File: config.mk
export PLATFORM = sky130hd
export DESIGN_NAME = uart_tx_sequencer
export DESIGN_NICKNAME = d
export VERILOG_FILES = /design/src/rtl/uart_tx_sequencer.sv
export SDC_FILE = /design/constraint.sdc
export NUM_CORES = 1
export LEC_CHECK = 0
export ABC_AREA = 1
export BUFFER_PORTS_ARGS = -buffer_cell sky130_fd_sc_hd__buf_2
export CAP_MARGIN = 20
export CORE_MARGIN = 5
export CORE_UTILIZATION = 55
export DETAILED_ROUTE_END_ITERATION = 10
export PLACE_DENSITY = 0.77
export SLEW_MARGIN = 20
export SYNTH_ARGS = -nofsm -noshare
export SYNTH_HDL_FRONTEND = slang
export SYNTH_SLANG_ARGS = --single-unit
File: constraint.sdc
create_clock -name clk -period 1.5 [get_ports clk]
set_clock_uncertainty 0.1 [all_clocks]
set_input_delay 0.15 -clock clk [delete_from_list [all_inputs] [get_ports clk]]
set_output_delay 0.15 -clock clk [all_outputs]
set_load 0.005 [all_outputs]
File: src/rtl/uart_tx_sequencer.sv
// Sends a fixed four-byte message to a UART transmitter on a start pulse,
// handshaking each byte against Tx_BUSY and flagging a missing busy acknowledge.
module uart_tx_sequencer #(
    parameter logic [7:0] MSG0        = 8'hAA,
    parameter logic [7:0] MSG1        = 8'h55,
    parameter logic [7:0] MSG2        = 8'hCC,
    parameter logic [7:0] MSG3        = 8'h89,
    parameter int         ACK_TIMEOUT = 16
) (
    input  logic       clk,
    input  logic       reset,
    input  logic       start,
    input  logic       Tx_BUSY,
    output logic [7:0] Tx_DATA,
    output logic       Tx_WR,
    output logic [1:0] byte_idx,
    output logic       seq_busy,
    output logic       seq_done,
    output logic       tx_error
);

    typedef enum logic [2:0] {
        IDLE,
        WRITE,
        WAIT_HI,
        WAIT_LO,
        DONE
    } state_t;

    localparam logic [7:0] CNT_LAST = 8'(ACK_TIMEOUT - 1);

    state_t     state_q, state_d;
    logic [7:0] data_q, data_d;
    logic       wr_q, wr_d;
    logic [1:0] idx_q, idx_d;
    logic       busy_q, busy_d;
    logic       done_q, done_d;
    logic       err_q, err_d;
    logic [7:0] cnt_q, cnt_d;

    function automatic logic [7:0] msg_byte(input logic [1:0] idx);
        case (idx)
            2'd0:    return MSG0;
            2'd1:    return MSG1;
            2'd2:    return MSG2;
            default: return MSG3;
        endcase
    endfunction

    // Outputs are computed alongside the next state so every output is a flop.
    always_comb begin
        state_d = state_q;
        data_d  = data_q;
        wr_d    = 1'b0;
        idx_d   = idx_q;
        busy_d  = busy_q;
        done_d  = 1'b0;
        err_d   = 1'b0;
        cnt_d   = cnt_q;

        case (state_q)
            IDLE: begin
                idx_d  = 2'd0;
                busy_d = 1'b0;
                cnt_d  = 8'd0;
                if (start && !Tx_BUSY) begin
                    state_d = WRITE;
                    wr_d    = 1'b1;
                    data_d  = msg_byte(2'd0);
                    busy_d  = 1'b1;
                end
            end

            WRITE: begin
                state_d = WAIT_HI;
                cnt_d   = 8'd0;
            end

            // Busy acknowledge wins over a timeout landing on the same edge.
            WAIT_HI: begin
                if (Tx_BUSY) begin
                    state_d = WAIT_LO;
                end else if (cnt_q == CNT_LAST) begin
                    state_d = IDLE;
                    err_d   = 1'b1;
                    busy_d  = 1'b0;
                    idx_d   = 2'd0;
                    cnt_d   = 8'd0;
                end else if (cnt_q != 8'hFF) begin
                    cnt_d = cnt_q + 8'd1;
                end
            end

            WAIT_LO: begin
                if (!Tx_BUSY) begin
                    if (idx_q != 2'd3) begin
                        state_d = WRITE;
                        idx_d   = idx_q + 2'd1;
                        wr_d    = 1'b1;
                        data_d  = msg_byte(idx_q + 2'd1);
                    end else begin
                        state_d = DONE;
                        done_d  = 1'b1;
                    end
                end
            end

            DONE: begin
                state_d = IDLE;
                busy_d  = 1'b0;
                idx_d   = 2'd0;
            end

            default: begin
                state_d = IDLE;
                busy_d  = 1'b0;
                idx_d   = 2'd0;
            end
        endcase
    end

    always_ff @(posedge clk or negedge reset) begin
        if (!reset) begin
            state_q <= IDLE;
            data_q  <= 8'h00;
            wr_q    <= 1'b0;
            idx_q   <= 2'd0;
            busy_q  <= 1'b0;
            done_q  <= 1'b0;
            err_q   <= 1'b0;
            cnt_q   <= 8'd0;
        end else begin
            state_q <= state_d;
            data_q  <= data_d;
            wr_q    <= wr_d;
            idx_q   <= idx_d;
            busy_q  <= busy_d;
            done_q  <= done_d;
            err_q   <= err_d;
            cnt_q   <= cnt_d;
        end
    end

    assign Tx_DATA  = data_q;
    assign Tx_WR    = wr_q;
    assign byte_idx = idx_q;
    assign seq_busy = busy_q;
    assign seq_done = done_q;
    assign tx_error = err_q;

endmodule
==> impl_results.md, run 1 <==
* Root buffer cell: clkbuf_4
* Tot GR Track Use at 16.8%
* Count of final hold-check violations at 0
* Kind of end point of the critical path: flop
* Violations in the final reports: negative setup slack
* Number of diodes at 0
* Setup violators final at 3
* Worst r2r src: state_q[2]
* Crit Path Class: reg2reg
* Port Buffer Count at 17
* Worst-path cell chain: nor2_4 -> nand2_2 -> inv_1 -> o21ai_4 -> nor2_1 -> nor2_2 -> nand2_1 -> nand2_1
* Share of post-route cells with drive strength above 1 at 30.5%
* Outcome: complete, but fails checks
* Fin worst setup slack at -0.0454 ns
* Synthesized flop and latch total at 22
* Drt pass-1 iters at 4
* Multi-input gate area at 707 sq um
* Via Count at 1,162
* GRT Residual Overflow at 0
* Leakage power at between 0.0008 and 0.0009 uW
* Seq/Total Area, Yosys at between 40% and 50%
* Synth warnings at 0
* First-pass GRT wire length at roughly 4400 um
* CP max FO at 5
* Initial core utilization at 57.2%
* CTS tree: done
* Synth Area in Compound Gates at roughly 3.5%
* Synth Area in Adders at 4.00%
* Max Cap Viol at 0
* Netlist cell types at 23
* Routed Antenna Nets at 0
* Initial antenna violation count at 0
* RSZ-0062 raised after global routing: yes
* Via density at 5.33
* Worst endpoint required time at 1.60 ns
* Avg Inst Size Synth at 7.73 sq um
* CP max-delay cell: dfrtp_1
* Clock-pin slew on the worst setup and hold paths at 0.13 ns
* Worst-Skew Late Latency at 0.30 ns
* Clock sinks at 22
* DPL Wire Length at 2000 um
* Cell Area, Synth at around 1300 sq um
* H-tree Lvls at 1
* Most frequent cells in the layout: nand2_1, dfrtp_1, buf_2
* Fillers at between 150 and 200
* Synth Area in Simple Gates at between 30% and 40%
* Routed len/inst at 13.2 um
* Worst EP arrival at approximately 1.6 ns
* Die Height at slightly below 60 um
* Die Wd at 57.7 um
* Total power at 2440 uW
* Setup_tns at -0.0712 ns
* Num CTS Buffers at 3
* CP startpoint: state_q[2]
* Hold_ws at approximately 0.19 ns
* Row Count at 17
* Reg area at 556 sq um
* Hold WC Path Type: in2reg
* Setup Slack @ Placement at -0.00361 ns
* Full die area at 3330 sq um
* Slowest stage delay, CP at about 0.45 ns
* Final Cycle Share at 103%
* Max clock buf depth at 2
* Drt total wl at ~2900 um
* Xor/xnor share of the synthesized area at 2.10%
* Largest family of logic cells by synthesized area: simple AND/OR/NAND/NOR gates
* Vias in the first global route at 1,061
* Mapped Cells at approximately 160
* Max_slew headroom at 67.1%
* GP Congestion at roughly 0.95
* Top-Level Pins at 18
* DRT iter0 DRCs at 41
* Period minus WS final at 1.55 ns
* Pin count of the biggest net entering global routing at 23
* Slew @ Worst Pin at 0.494 ns
* Post-synth net total at 170
* Peak Freq at 647 MHz
* Nets@finish at 199
* Max VDD drop at 1.32 mV
* DRC at 0
* Power per cell area at 1550 nW/um^2
* Synthesis-to-layout area growth at 26.2%
* Critical path launch point type: flop
* R2r setup slk at -0.05 ns
* Core footprint at 2190 sq um
* Post-synthesis mux area share at 0%
* Fin. max-slew vios at 0
* Most common cell after layout, fill and taps aside: nand2_1
* Hold path startpoint: start
* CP dominant cell by count: nand2_1
==> repair_timing <==
item / 4_1_cts / 5_1_grt
hold buffers: 2 / 0
buffers inserted: 1 / 2
setup endpoints to repair: 8 / 13
resized for setup: 4 / 20
pin swaps: 1 / 7
hold endpoints to repair: 24 / 0
==> final timing paths <==
kind                       cells after the start          to
max                                            8    cnt_q[5]
max reg2reg                                    8    cnt_q[5]
min                                            5    seq_busy
min reg2reg                                    2  Tx_DATA[4]
max in group asynchronous                      2  state_q[0]
min in group asynchronous                      2    seq_busy
==> kinds of logic (layout without fill, tap and decap cells) <==
family,count (synthesis),after routing
AO/OA/AOI/OAI,8,8
XOR/XNOR,3,3
adder cells (fa/ha/maj),4,4
buffers and inverters,19,47
flip-flops,22,22
AND/OR/NAND/NOR,106,106
==> synth_stat cells <==
| master | n | area [sq um] |
|---|---|---|
| nand2_1 | 57 | 214 |
| dfrtp_1 | 22 | 551 |
| nor2_1 | 17 | 63.8 |
| inv_1 | 14 | 52.6 |
| nand3_1 | 14 | 70.1 |
| a21oi_1 | 4 | 20.0 |
| ha_1 | 4 | 50.1 |
| nor2_2 | 4 | 25.0 |
| buf_4 | 3 | 22.5 |
| nand3b_1 | 3 | 22.5 |
| o21ai_0 | 3 | 15.0 |
| xor2_1 | 3 | 26.3 |
| nand2_4 | 2 | 22.5 |
| nand3_2 | 2 | 20.0 |
| nor2_4 | 2 | 22.5 |
| clkinv_2 | 1 | 5.00 |
| inv_2 | 1 | 3.75 |
| nand2_2 | 1 | 6.26 |
| nand3b_2 | 1 | 11.3 |
| nand4_1 | 1 | 6.26 |
| nor3b_1 | 1 | 7.51 |
| nor4_1 | 1 | 6.26 |
| o21ai_2 | 1 | 8.76 |
==> worst max-delay path: cells and delay by family (launching register included) <==
family,cells,cell delay [ns]
AND/OR/NAND/NOR,6,0.66
flip-flops,1,0.45
buffers and inverters,1,0.14
AO/OA/AOI/OAI,1,0.10
==> area by class of cell <==
cell class                 instances  share of cell area, %
multi-input combinational        121                   44.7
sequential                        22                   35.2
timing repair buffer              27                   10.7
inverter                          16                   3.88
tap                               28                   2.22
clock inverter                     1                   1.90
clock buffer                       3                   1.43
==> per-layer routing <==
metal  GRT usage [%]  share of wire [%]  up-vias
met5               0                  0        -
met1            21.1                 40      575
met4            4.30               0.77        0
met3            2.00                3.0        2
li1                -                  -      565
met2            30.3                 56       20
==> where the power goes <==
part / internal [uW] / total [uW] / switching (uW)
sequential: 744 / 879 / 135
clock: 270 / 448 / 178
combinational: 450 / 1120 / 667
==> sequential cells by signal, indices dropped and copies added (netlist names) <==
register / flops
byte_idx: 2
seq_busy: 1
seq_done: 1
Tx_DATA: 5
tx_error: 1
cnt_q: 8
Tx_WR: 1
state_q: 3
==> stage by stage <==
step                cells  utilization, %  cell area, sq um
floorplan             162               -              1250
CTS                   216            68.0              1490
global route          218            72.1              1580
detailed placement    209            63.3              1390
finish                218            72.1              1580
global placement      209            63.3              1390
Power figures use the tool's default switching activity.
==> run 2, diff against run 1 <==
--- a/config.mk
+++ b/config.mk
@@ -11,7 +11,7 @@
 export CORE_MARGIN = 5
 export CORE_UTILIZATION = 55
 export DETAILED_ROUTE_END_ITERATION = 10
-export PLACE_DENSITY = 0.77
+export PLACE_DENSITY = 0.74
 export SLEW_MARGIN = 20
 export SYNTH_ARGS = -nofsm -noshare
 export SYNTH_HDL_FRONTEND = slang
==> impl_results.md, run 2 (synthesis gave the netlist of run 1 again) <==
* Outcome: complete, but fails checks
* Violations in the final reports: negative setup slack
* DRT iter0 DRCs at 27
* Reg-to-reg endpoint: cnt_q[5]
* Clock-pin slew on the worst setup and hold paths at 0.14 ns
* Worst EP arrival at 1.67 ns
* Die Height at ~58 um
* Top-Level Pins at 18
* Max FFs per register at 8
* Row Count at 17
* Routed Antenna Nets at 0
* Initial core utilization at 57.2%
* RSZ-0062 raised after global routing: yes
* Port Buffer Count at 17
* Initial antenna violation count at 0
* Pin count of the biggest net entering global routing at 23
* Drt total wl at between 2000 and 3000 um
* Total power at roughly 2500 uW
* H-tree Lvls at 1
* Highest routed layer: met4
* DRC at 0
* Hold_ws at 0.157 ns
* Max_slew headroom at 67.1%
* Max VDD drop at 1.11 mV
* Leakage power at 0.000860 uW
* First-pass GRT wire length at 4490 um
* CTS tree: done
* WL met3 at ~83 um
* Number of diodes at 0
* DR WL met2 at 1360 um
* Drt pass-1 iters at 4
* Max clock buf depth at 2
* Hold WC Path Type: in2reg
* Most frequent cells in the layout: nand2_1, dfrtp_1, buf_2
* Post-layout util at a little over 70%
* Hold EP: seq_busy
* Fin worst setup slack at -0.0177 ns
* Fin. max-slew vios at 0
* GP Congestion at approximately 0.86
* Hold Path Depth at 5
* Tot GR Track Use at between 10% and 20%
* Synthesis-to-layout area growth at 26.7%
* Period minus WS final at 1.52 ns
* Crit Path Class: reg2reg
* Root buffer cell: clkbuf_4
* R2R cell count at 9
* Max Cap Viol at 0
* Power per cell area at 1560 nW/um^2
* Via Count at 1,126
* Critical path launch point type: flop
* Met1 Routed Length at 1170 um
* Core footprint at 2190 sq um
* Hold path startpoint: start
* Via density at 5.17
* Full die area at 3330 sq um
* Nets@finish at 199
* Routed len/inst at 12.2 um
* Worst-Skew Late Latency at 0.31 ns
* Setup violators final at 3
* Kind of end point of the critical path: flop
* Worst r2r src: cnt_q[0]
* CP max FO at 8
* Reg with most FFs: cnt_q
* Vias in the first global route at 1,054
* Die Wd at 57.7 um
* Clock sinks at 22
* Setup Slack @ Placement at -0.0193 ns
* Share of post-route cells with drive strength above 1 at 30.0%
* Worst endpoint required time at between 1.5 and 2 ns
* GRT Residual Overflow at 0
* Most common cell after layout, fill and taps aside: nand2_1
* R2r setup slk at -0.02 ns
* DPL Wire Length at a little under 2000 um
* Num CTS Buffers at 3
* Final Cycle Share at 101%
* Slew @ Worst Pin at 0.493 ns
* Peak Freq at 659 MHz
* Count of final hold-check violations at 0
[run 2: changes by cell type in the layout (fill, tap and decap cells not counted), sizes merged]
| cell | change |
|---|---|
| clkinv | -1 |
| inv | +1 |
[run 2: stage by stage]
step | TNS, ns | cells | cell area, sq um
after CTS | 0 | 215 | 1510
after detailed placement | -0.0521 | 209 | 1390
after global placement | 0 | 209 | 1390
after floorplan | 0 | 162 | 1250
after global routing | -0.711 | 218 | 1590
final | -0.0360 | 218 | 1590
[run 2: timing repair]
action / CTS / global route
hold buffers: 2 / 0
resized for setup: 8 / 16
pin swaps: 2 / 4
endpoints found under the hold margin: 25 / 0
buffers inserted: 0 / 3
setup endpoints to repair: 8 / 11
[run 2: layout make-up]
cell class	instances	area [sq um]
well taps	28	35.0
flip-flops and latches	22	552
clock inverters	1	30.0
fillers	186	604
inverters	16	62.6
repair buffers	27	165
multi-input cells	121	719
clock buffers	3	22.5
[run 2: worst max-delay path by stage]
stage               slack (ns)  cells past startpoint     start       end
floorplan                 0.12                      8  cnt_q[0]  cnt_q[6]
global placement          0.03                      9  cnt_q[0]  cnt_q[7]
detailed placement       -0.02                      8  cnt_q[0]  cnt_q[7]
CTS                      0.004                      9  cnt_q[0]  cnt_q[5]
global route             -0.10                      8  cnt_q[0]  cnt_q[6]
finish                   -0.02                      9  cnt_q[0]  cnt_q[5]
[run 2: report_power, final]
group          leakage, uW  internal [uW]  total (uW)  switching, uW
registers         0.000289            744         883            140
clock network    0.0000279            270         455            185
logic             0.000543            465        1140            673
[run 2: metal layers]
metal | track usage, % | up-vias
li1 | - | 565
met1 | 21.6 | 530
met2 | 28.2 | 25
met3 | 2.23 | 6
met4 | 7.28 | 0
met5 | 0 | -
[run 2: worst max-delay path, cell delays in order, from the launching register on]
cell and delay [ns]:
dfrtp_1 0.44, ha_4 0.19, nand2_4 0.06, nor2_4 0.16, nand3b_4 0.12, inv_4 0.09
nand2_8 0.07, nand2_8 0.10, nand2_2 0.05, nand2_1 0.07
